## src/rtl/oob_signaler.sv

```systemverilog
// OOB signalling engine: COMRESET/COMWAKE burst generator on TX and
// COMINIT/COMWAKE gap-timing detector on RX.
module oob_signaler #(
    parameter int BURST_CYCLES     = 8,
    parameter int BURST_COUNT      = 6,
    parameter int INIT_IDLE_CYCLES = 24,
    parameter int WAKE_IDLE_CYCLES = 8,
    parameter int INIT_GAP_MIN     = 23,
    parameter int INIT_GAP_MAX     = 25,
    parameter int WAKE_GAP_MIN     = 7,
    parameter int WAKE_GAP_MAX     = 9,
    parameter int RX_BURST_MIN     = 2,
    parameter int RX_BURST_MAX     = 12,
    parameter int DETECT_COUNT     = 4
) (
    input  logic        clk,
    input  logic        rst,
    input  logic        tx_comm_reset,
    input  logic        tx_comm_wake,
    output logic        tx_oob_complete,
    output logic        tx_busy,
    output logic [31:0] oob_tx_dout,
    output logic        oob_tx_is_k,
    output logic        oob_tx_elec_idle,
    input  logic        rx_is_elec_idle,
    output logic        comm_init_detect,
    output logic        comm_wake_detect
);

    localparam int CW = 8;
    localparam int SW = $clog2(DETECT_COUNT + 1);
    localparam logic [31:0] ALIGN = 32'h7B4A4ABC;

    typedef enum logic [1:0] {
        TX_IDLE,
        TX_BURST,
        TX_GAP,
        TX_DONE
    } tx_state_t;

    tx_state_t     state;
    logic [CW-1:0] cnt;
    logic [CW-1:0] gap;
    logic [3:0]    burst_cnt;

    always_ff @(posedge clk or negedge rst) begin
        if (!rst) begin
            state            <= TX_IDLE;
            cnt              <= '0;
            gap              <= '0;
            burst_cnt        <= '0;
            tx_busy          <= 1'b0;
            tx_oob_complete  <= 1'b0;
            oob_tx_dout      <= '0;
            oob_tx_is_k      <= 1'b0;
            oob_tx_elec_idle <= 1'b1;
        end else begin
            tx_oob_complete <= 1'b0;
            unique case (state)
                TX_IDLE: begin
                    if (tx_comm_reset || tx_comm_wake) begin
                        gap <= tx_comm_reset ? CW'(INIT_IDLE_CYCLES)
                                             : CW'(WAKE_IDLE_CYCLES);
                        state            <= TX_BURST;
                        cnt              <= '0;
                        burst_cnt        <= '0;
                        tx_busy          <= 1'b1;
                        oob_tx_dout      <= ALIGN;
                        oob_tx_is_k      <= 1'b1;
                        oob_tx_elec_idle <= 1'b0;
                    end
                end
                TX_BURST: begin
                    if (cnt == CW'(BURST_CYCLES - 1)) begin
                        state            <= TX_GAP;
                        cnt              <= '0;
                        oob_tx_dout      <= '0;
                        oob_tx_is_k      <= 1'b0;
                        oob_tx_elec_idle <= 1'b1;
                    end else begin
                        cnt <= cnt + 1'b1;
                    end
                end
                TX_GAP: begin
                    if (cnt == gap - 1'b1) begin
                        cnt       <= '0;
                        burst_cnt <= burst_cnt + 1'b1;
                        if (burst_cnt == 4'(BURST_COUNT - 1)) begin
                            state           <= TX_DONE;
                            tx_busy         <= 1'b0;
                            tx_oob_complete <= 1'b1;
                        end else begin
                            state            <= TX_BURST;
                            oob_tx_dout      <= ALIGN;
                            oob_tx_is_k      <= 1'b1;
                            oob_tx_elec_idle <= 1'b0;
                        end
                    end else begin
                        cnt <= cnt + 1'b1;
                    end
                end
                TX_DONE: state <= TX_IDLE;
                default: state <= TX_IDLE;
            endcase
        end
    end

    logic [CW-1:0] idle_cnt;
    logic [CW-1:0] run_cnt;
    logic          prev_idle;
    logic [SW-1:0] init_seq;
    logic [SW-1:0] wake_seq;

    // run_cnt holds the last burst length through the following gap
    logic burst_ok, init_gap, wake_gap, run_long;
    logic init_clr, wake_clr, init_set, wake_set, gap_end;

    always_comb begin
        burst_ok = (run_cnt >= CW'(RX_BURST_MIN)) &&
                   (run_cnt <= CW'(RX_BURST_MAX));
        init_gap = (idle_cnt >= CW'(INIT_GAP_MIN)) &&
                   (idle_cnt <= CW'(INIT_GAP_MAX));
        wake_gap = (idle_cnt >= CW'(WAKE_GAP_MIN)) &&
                   (idle_cnt <= CW'(WAKE_GAP_MAX));
        run_long = run_cnt > CW'(RX_BURST_MAX);
        gap_end  = prev_idle && !rx_is_elec_idle;
        init_clr = run_long || (idle_cnt > CW'(INIT_GAP_MAX));
        wake_clr = run_long || (idle_cnt > CW'(WAKE_GAP_MAX));
        init_set = !init_clr && (init_seq == SW'(DETECT_COUNT));
        wake_set = !wake_clr && (wake_seq == SW'(DETECT_COUNT));
    end

    always_ff @(posedge clk or negedge rst) begin
        if (!rst) begin
            idle_cnt         <= '0;
            run_cnt          <= '0;
            prev_idle        <= 1'b0;
            init_seq         <= '0;
            wake_seq         <= '0;
            comm_init_detect <= 1'b0;
            comm_wake_detect <= 1'b0;
        end else begin
            prev_idle <= rx_is_elec_idle;
            if (rx_is_elec_idle) begin
                if (!prev_idle)
                    idle_cnt <= CW'(1);
                else if (idle_cnt != '1)
                    idle_cnt <= idle_cnt + 1'b1;
            end else begin
                if (prev_idle)
                    run_cnt <= CW'(1);
                else if (run_cnt != '1)
                    run_cnt <= run_cnt + 1'b1;
            end

            if (run_long) begin
                init_seq <= '0;
                wake_seq <= '0;
            end else if (gap_end) begin
                if (burst_ok && init_gap) begin
                    if (init_seq != SW'(DETECT_COUNT))
                        init_seq <= init_seq + 1'b1;
                    wake_seq <= '0;
                end else if (burst_ok && wake_gap) begin
                    if (wake_seq != SW'(DETECT_COUNT))
                        wake_seq <= wake_seq + 1'b1;
                    init_seq <= '0;
                end else begin
                    init_seq <= '0;
                    wake_seq <= '0;
                end
            end

            comm_init_detect <= init_set ||
                (comm_init_detect && !init_clr && !wake_set);
            comm_wake_detect <= wake_set ||
                (comm_wake_detect && !wake_clr && !init_set);
        end
    end

endmodule
```

## config.mk

```make
export PLATFORM = sky130hd
export DESIGN_NAME = oob_signaler
export DESIGN_NICKNAME = d
export VERILOG_FILES = /design/src/rtl/oob_signaler.sv
export SDC_FILE = /design/constraint.sdc
export NUM_CORES = 1
export LEC_CHECK = 0
export CAP_MARGIN = 20
export CORE_MARGIN = 3
export CORE_UTILIZATION = 40
export CTS_BUF_LIST = sky130_fd_sc_hd__clkbuf_16
export CTS_CLUSTER_DIAMETER = 120
export DETAILED_ROUTE_END_ITERATION = 7
export HOLD_SLACK_MARGIN = 0.15
export REMOVE_ABC_BUFFERS = 1
export SETUP_SLACK_MARGIN = 0.5
export SLEW_MARGIN = 20
export SYNTH_ARGS = -nofsm -noshare
export SYNTH_HDL_FRONTEND = slang
export SYNTH_SLANG_ARGS = --single-unit
```

## constraint.sdc

```tcl
create_clock -name clk -period 2 [get_ports clk]
set_input_delay 0.5 -clock clk [delete_from_list [all_inputs] [get_ports clk]]
set_output_delay 0.5 -clock clk [all_outputs]
set_load 0.05 [all_outputs]
```

Yosys cells after proc, flatten, opt, wreduce, memory -nomap -nowiden

Index checks and enable logic that the tools add are counted.

Input port bits: 5
Register bits after elaboration: 83
Word-level logic and storage cells: 137
Output and inout port bits: 38

Order comparisons: 9
Add/subtract/negate cells: 7
Muxes and demuxes: 47
Equal/unequal tests: 20
Reductions and logical operators: 37
Bitwise gates (word level): 1

Operators by type and width:

| operator            | count |
|---|---|
| $mux 32             | 4 |
| $pmux 32 s3         | 1 |
| $mux 8              | 7 |
| $mux 3              | 9 |
| $add 8x1->8 const B | 3 |
| $pmux 8 s3          | 1 |
| $gt 8x4->1 const B  | 2 |
| $le 8x4->1 const B  | 2 |
| $ne 8x8->1 const B  | 2 |
| $mux 1              | 13 |
| $logic_and 1x1->1   | 12 |
| $reduce_and 2->1    | 6 |
| $ne 2x2->1 const B  | 5 |
| $eq 8x3->1 const B  | 1 |
| $eq 8x8->1          | 1 |
| $ge 8x2->1 const B  | 1 |
| $ge 8x3->1 const B  | 1 |
| $ge 8x5->1 const B  | 1 |
| $gt 8x5->1 const B  | 1 |
| $le 8x5->1 const B  | 1 |
| $mux 2              | 4 |
| $mux 4              | 2 |
| $pmux 2 s4          | 1 |
| $pmux 4 s2          | 1 |
| other kinds (23)    | 39 |

Longest topological paths before layout

Gate-level depths: netlist of the first run.

Depth in word-level cells: 7
Depth in mapped cells: 8
Mapped depth without buffers: 7

Worst setup path before layout of the first run

No wires, ideal clock.

Path kind: reg-to-reg
From: register gap[3]
To: register oob_tx_elec_idle
Slack: 0.006 ns
Path buffers: 0
Setup time: 0.082 ns
Stages on the path, launching flop included: 8
Arrival: 1.912 ns
Data required time: 1.918 ns
Clock period less this slack: 1.994 ns
Cells stage by stage: dfrtp_1 inv_1 ha_1 nor4_1 o2111a_1 o211ai_1 nor3_2 mux2_2

Word-level cells in the longest chain between the ends: 4

RTL lines:

| element                           | line | text |
|---|---|---|
| start, declared                   | 43   | `logic [CW-1:0] gap;` |
| start signal, assigned            | 62   | `gap <= tx_comm_reset ? CW'(INIT_IDLE_CYCLES)` |
| $sub 8x1->8                       | 85   | `if (cnt == gap - 1'b1) begin` |
| $eq 8x8->1                        | 85   |  |
| $ne 2x2->1 (no source line)       | n/a  |  |
| $reduce_and 5->1 (no source line) | n/a  |  |
| end signal, assigned              | 70   | `oob_tx_elec_idle <= 1'b0;` |
| end signal, assigned              | 79   | `oob_tx_elec_idle <= 1'b1;` |
| end signal, assigned              | 96   | `oob_tx_elec_idle <= 1'b0;` |
| end, declared                     | 24   | `output logic oob_tx_elec_idle,` |

Every way passes these cells.
A chain may end at the register's enable or synchronous reset.

Worst setup path after layout of the first run

From: register run_cnt[0]
To: register wake_seq[2]

Word-level cells in the longest chain between the ends: 7
Elaborated cells on any way between the ends: 13
Those cells by class: order compare (3); eq/ne (1); mux (4); reduce/logical (5)

RTL lines:

| element                                         | line     | text |
|---|---|---|
| start, declared                                 | 109      | `logic [CW-1:0] run_cnt;` |
| start signal, assigned                          | 153      | `run_cnt <= run_cnt + 1'b1;` |
| $ge 8x2->1 / $le 8x4->1 (equally long branches) | 119, 120 |  |
| $logic_and 1x1->1                               | 119      | `burst_ok = (run_cnt >= CW'(RX_BURST_MIN)) &&` |
| $logic_and 1x1->1                               | 164      | `end else if (burst_ok && wake_gap) begin` |
| $mux 3                                          | 164      |  |
| $mux 3                                          | 160      | `if (burst_ok && init_gap) begin` |
| $mux 3                                          | 159      | `end else if (gap_end) begin` |
| $mux 3                                          | 156      | `if (run_long) begin` |
| end signal, assigned                            | 166      | `wake_seq <= wake_seq + 1'b1;` |
| end, declared                                   | 112      | `logic [SW-1:0] wake_seq;` |

Parallel ways exist; a longest one is shown, timed or not. The select of a mux whose other input is x is not followed.

==> results of run 1 <==
[worst max-delay path, cell delays in order, from the launching register on]
cell and delay [ps]:
dfrtp_2 430, buf_6 120, o211ai_1 290, nand3_2 180
a2111oi_4 440, buf_4 180, o21ai_2 50, a21oi_1 170
[cells in the mapped netlist (all sizes together), types with 5 or more instances]
master	count	area share
a21oi	9	0.016
a22o	10	0.031
a31oi	7	0.015
and3	5	0.011
buf	32	0.085
clkbuf	6	0.0080
dfrtp	44	0.39
ha	17	0.075
inv	20	0.027
mux2i	7	0.025
nand2	27	0.036
nand3	9	0.016
nor2	21	0.029
nor2b	5	0.011
nor3	8	0.020
o21ai	24	0.042
xor2	7	0.022
[worst paths after layout]
kind / startpoint / endpoint / slack, ps
worst max-delay path: run_cnt[0]$_DFFE_PN0P_ / wake_seq[2]$_DFFE_PN0P_ / 50
worst min-delay path: rst / run_cnt[7]$_DFFE_PN0P_ / 160
worst max register to register: run_cnt[0]$_DFFE_PN0P_ / wake_seq[2]$_DFFE_PN0P_ / 50
worst min register to register: wake_seq[0]$_DFFE_PN0P_ / wake_seq[0]$_DFFE_PN0P_ / 520
max in group asynchronous: rst / oob_tx_elec_idle$_DFFE_PN1P_ / 1260
min in group clk: wake_seq[0]$_DFFE_PN0P_ / wake_seq[0]$_DFFE_PN0P_ / 520
[cell families after synthesis]
family                   Yosys count  synth area share
multiplexers                      10            0.0367
buffers and inverters             58             0.120
adder cells (fa/ha/maj)           17            0.0753
other                              1           0.00133
flip-flops                        45             0.399
XOR/XNOR                          10            0.0310
AO/OA/AOI/OAI                     69             0.164
AND/OR/NAND/NOR                   95             0.173
[metal layers]
| layer | global-route usage | vias to the layer above | wire [um] |
|---|---|---|---|
| met5 | 0 | - | 0 |
| met4 | 0.0612 | 0 | 85 |
| met3 | 0.0326 | 9 | 198 |
| met2 | 0.312 | 39 | 3910 |
| met1 | 0.217 | 1245 | 3140 |
| li1 | - | 1201 | - |
[where the power goes]
group	total, mW	switching (mW)	internal, mW
Sequential	1.13	0.109	1.02
Clock	0.950	0.363	0.588
Combinational	3.32	1.66	1.66
Total	5.40	2.13	3.28
[registers in the layout, summed over array words and instances, names as in the netlist]
register          count
oob_tx_dout           1
gap                   2
tx_oob_complete       1
tx_busy               1
state                 2
run_cnt               8
init_seq              3
idle_cnt              8
prev_idle             1
burst_cnt             4
cnt                   8
oob_tx_elec_idle      1
comm_wake_detect      1
wake_seq              3
comm_init_detect      1
[per-stage QoR]
step                hold slack (ps)  std cells  power (mW)  area (um^2)  utilization
finish                          160        488        5.40         4460        0.653
global route                    190        488        5.65         4460        0.653
CTS                             172        471        5.18         4190        0.613
detailed placement              483        441        3.56         3480        0.509
global placement                479        441        3.54         3480        0.509
floorplan                       204        281        2.04         2620            -
[cell type report]
class / instances / area (um^2) / area share
clock inverters: 3 / 42.5 / 0.00953
well taps: 96 / 120 / 0.0269
flip-flops and latches: 45 / 1140 / 0.255
multi-input cells: 216 / 1780 / 0.399
clock buffers: 5 / 125 / 0.0280
inverters: 20 / 75.1 / 0.0168
repair buffers: 103 / 1180 / 0.265
[timing repair]
item,CTS,global route
buffers inserted,19,17
pin swaps,42,21
setup endpoints to repair,60,58
cloned,3,0
hold buffers,0,0
resized for setup,105,31
==> impl_metrics.tcl, run 1 <==
set metrics [dict create \
    status "finished clean" \
    antenna_found_initial 0 \
    tns_ps 0 \
    synth_cell_types 48 \
    drc_errors 0 \
    hold_path.class "in2async" \
    root_buffer "clkbuf_16" \
    clkTransAtPathRegs_ps 70 \
    required_ps 2200 \
    first_pass_iters 4 \
    ys.flop_type "dfrtp_1" \
    ir_drop_mv 0.939 \
    grt_usage 0.177 \
    seq_area_frac_synth 0.399 \
    drv_cap 0 \
    io_buffers 27 \
    die_w_um 90.1 \
    synth_cells 305 \
    slew_violations 0 \
    die_y_um 90.1 \
    rows 30 \
    critPathMaxFanout 3 \
    grt_max_degree 28 \
    cts_num_sinks 45 \
    worst_r2r_path_depth 7 \
    grt-ovfl-total 0 \
    start_kind "flop" \
    rsz0062_at_grt "yes" \
    syn_to_final_growth_pct 57.9 \
    antenna_cells 0 \
    p_leak_nw 2.06 \
    io_pins 43 \
    post-route-period-util 0.975 \
    gp_congestion 0.822 \
    wl_um 7330 \
    vias 2494 \
    setup_viol_count_final 0 \
    final_common_cell "buf_4" \
    grt_pass1_wl_um 12000 \
    syn-cell-area_um2 2830 \
    ys_ff_latch 45 \
    final_antenna_net_count 0 \
    synthArstFlopShare 1.00 \
    synth_warnings 0 \
    fmax_mhz 513 \
    drt_iter0_markers 74 \
    clk-insertion-delay-late_ps 290 \
    dp_hpwl_um 4370 \
    layout-drive-gt1-share 0.467 \
    syn_area_per_cell_um2 9.27 \
    htree_levels 2 \
    cts_inserted_buffers 5 \
    initial_core_util 0.414 \
    dieArea_um2 8110 \
    drt-vias-per-instance 5.11 \
    finClkSkew_ps 7.19 \
    n_fill_cell 520 \
    final_cell_mix "buf_4 (54), dfrtp_1 (37), nand2_1 (23), buf_12 (23), nor2_1 (18)" \
    synth_edf_count 0 \
    pre_cts_slack_ps -19.4 \
    criticalPathCategory "reg2reg" \
    coreArea_um2 6830 \
    final_net_count 413 \
    post_drt_wl_per_cell_um 15.0 \
    power.density_nw_per_um2 1210 \
    fin_crit_ps 1950 \
    grt_pass1_vias 2526 \
    cts_tree "yes" \
    finalHoldViolations 0 \
    arrival_ps 2150 \
    clk_path_buf_depth 2 \
    end_kind "flop" \
    timing.final.ws_setup_ps 49.9 \
]
Power figures use the tool's default switching activity.
==> run 2, diff against run 1 <==
--- a/config.mk
+++ b/config.mk
@@ -5,13 +5,16 @@
 export SDC_FILE = /design/constraint.sdc
 export NUM_CORES = 1
 export LEC_CHECK = 0
+export ABC_AREA = 1
 export CAP_MARGIN = 20
 export CORE_MARGIN = 3
 export CORE_UTILIZATION = 40
 export CTS_BUF_LIST = sky130_fd_sc_hd__clkbuf_16
 export CTS_CLUSTER_DIAMETER = 120
 export DETAILED_ROUTE_END_ITERATION = 7
+export GPL_ROUTABILITY_DRIVEN = 0
 export HOLD_SLACK_MARGIN = 0.15
+export MAX_ROUTING_LAYER = met4
 export REMOVE_ABC_BUFFERS = 1
 export SETUP_SLACK_MARGIN = 0.5
 export SLEW_MARGIN = 20
==> run 2 against run 1 <==
  * Clock skew is 2.6 ps lower
  * Utilization fell by 7.5 points
  * Worst setup slack improved by 350 ps
  * Cell count rose by 10%
  * Worst hold slack improved by 16 ps
  * Fmax increased by 22%
  * Critical path type is now reg2out
  * Largest cell class unchanged
  * Largest power group unchanged
==> impl_metrics.tcl, run 2 <==
set metrics [dict create \
    setup_viol_count_final 0 \
    multiInputGateArea_um2 1720 \
    grt_usage 0.151 \
    synth_edf_count 0 \
    criticalPathCategory "reg2out" \
    holdWs_ps 175 \
    io_buffers 27 \
    timing.final.ws_setup_ps 397 \
    post-route-period-util 0.801 \
    clk_path_buf_depth 2 \
    synth.most_common_cell "nand2_1" \
    drc_errors 0 \
    dp_hpwl_um 4470 \
    synthArstFlopShare 1.00 \
    ys_ff_latch 45 \
    syn-cell-area_um2 3010 \
    yosysTopAreaCell "dfrtp_1" \
    root_buffer "clkbuf_16" \
    seq_area_um2 1130 \
    cts_num_sinks 45 \
    status "finished clean" \
    synth_xor_area_frac 0.0378 \
    synth_top_area_share 0.366 \
    synth-simple-area-share 0.279 \
    initial_core_util 0.426 \
    antenna_found_initial 0 \
    synth_warnings 0 \
    cts_tree "yes" \
    fin_crit_ps 1600 \
    synth_area_leaders "dfrtp_1 (37%), nand2_1 (10%), buf_4 (8.2%), ha_1 (7.1%), inv_1 (6.7%)" \
    ir_drop_mv 0.440 \
    clk-insertion-delay-late_ps 280 \
    final_cell_mix "nand2_1 (76), inv_1 (42), dfrtp_1 (40)" \
    first_pass_iters 4 \
    rsz0062_at_grt "yes" \
    vias 2545 \
    grt_max_degree 25 \
    grt_pass1_wl_um 10300 \
    syn_area_per_cell_um2 7.62 \
    end_kind "output pin" \
    synthTopCellsByCount "nand2_1 (83), inv_1 (54), dfrtp_1 (44), nor2_1 (43), buf_4 (33)" \
    post_drt_wl_per_cell_um 12.1 \
    synth_cell_types 31 \
    p_leak_nw 2.02 \
    drt_iter0_markers 56 \
    pre_cts_slack_ps 34.4 \
    drt-vias-per-instance 4.72 \
    dieArea_um2 8600 \
    seq_area_frac_synth 0.375 \
    layout-drive-gt1-share 0.314 \
    htree_levels 2 \
    synthMuxAreaShare 0 \
    synth_compound_area_frac 0.0778 \
    io_pins 43 \
    arrival_ps 1100 \
    rows 30 \
    syn_to_final_growth_pct 35.6 \
    die_w_um 92.7 \
    required_ps 1500 \
    finClkSkew_ps 4.61 \
    drv_cap 0 \
    slew_violations 0 \
    power.density_nw_per_um2 1200 \
    n_fill_cell 629 \
    relSlewSlack 0.666 \
    coreArea_um2 7060 \
    largestRegisters "cnt (8), idle_cnt (8), run_cnt (8)" \
    wl_um 6520 \
    cts_inserted_buffers 5 \
    antenna_cells 0 \
    critPathMaxFanout 18 \
    final_antenna_net_count 0 \
    ys.flop_type "dfrtp_1" \
    synth_top_family_by_area "simple AND/OR/NAND/NOR gates" \
    synthAdderAreaFrac 0.0707 \
    hold_buffers 0 \
    final_net_count 464 \
    final_common_cell "nand2_1" \
    clkTransAtPathRegs_ps 60 \
    grt_pass1_vias 2361 \
    tightest_slew_ps 500 \
    start_kind "flop" \
    synth_cells 395 \
    hold_path.class "in2async" \
    grt-ovfl-total 0 \
    die_y_um 92.7 \
    finalHoldViolations 0 \
    fmax_mhz 624 \
]
## run 2: stage by stage
stage / std cells / power (mW) / instance area [um^2] / utilization / setup TNS [ps]
2_1_floorplan: 374 / 2.26 / 2800 / - / -78990
3_5_place_dp: 500 / 3.79 / 3400 / 0.482 / 0
6_report: 539 / 4.91 / 4080 / 0.578 / 0
5_1_grt: 539 / 5.18 / 4080 / 0.578 / 0
3_3_place_gp: 500 / 3.76 / 3400 / 0.482 / 0
4_1_cts: 518 / 4.72 / 3710 / 0.526 / 0
## run 2: logic make-up after synthesis
logic type               count (synthesis)
AO/OA/AOI/OAI                           40
XOR/XNOR                                13
adder cells (fa/ha/maj)                 17
buffers and inverters                   92
flip-flops                              45
other                                    1
AND/OR/NAND/NOR                        187
## run 2: layer usage
metal,up-vias,share of wire,wire length [um],GRT usage
met5,-,0,0,-
met1,1181,0.44,2880,0.179
met2,58,0.50,3260,0.254
li1,1295,-,-,-
met3,11,0.040,262,0.0309
met4,0,0.017,110,0.0549
## run 2: critical path, stage by stage, from the launching register on
cell     delay (ps)
dfrtp_1         390
buf_12          250
buf_12          170
## run 2: what timing repair did
action                     4_1_cts  5_1_grt
pin swaps                       11       25
resized for setup               34       64
setup buffers                    9       21
cloned                           1        0
setup endpoints to repair       56       60
## run 2: path summary, 6_finish.rpt
kind | startpoint | endpoint | slack (ps) | cells after the start
worst max-delay path | oob_tx_dout[29]$_DFFE_PN0P_ | oob_tx_dout[28] | 400 | 2
worst min-delay path | rst | cnt[7]$_DFFE_PN0P_ | 180 | 1
worst max register to register | gap[3]$_DFFE_PN0P_ | burst_cnt[3]$_DFFE_PN0P_ | 440 | 8
worst min register to register | tx_busy$_DFFE_PN0P_ | tx_busy$_DFFE_PN0P_ | 480 | 2
max in group asynchronous | rst | oob_tx_elec_idle$_DFFE_PN1P_ | 1260 | 2
min in group clk | rx_is_elec_idle | prev_idle$_DFF_PN0_ | 400 | 1
## run 2: report_power, final
part	leakage, nW	switching (mW)	total, mW	internal, mW
sequential	0.583	0.134	1.19	1.05
combinational	1.37	1.69	2.93	1.24
clock	0.0687	0.338	0.790	0.452
## run 2: area by class of cell
class,count,share of cell area
clock inverter,3,0.00307
multi-input combinational,272,0.422
tap,96,0.0294
timing repair buffer,61,0.182
clock buffer,5,0.0307
sequential,45,0.278
inverter,57,0.0552
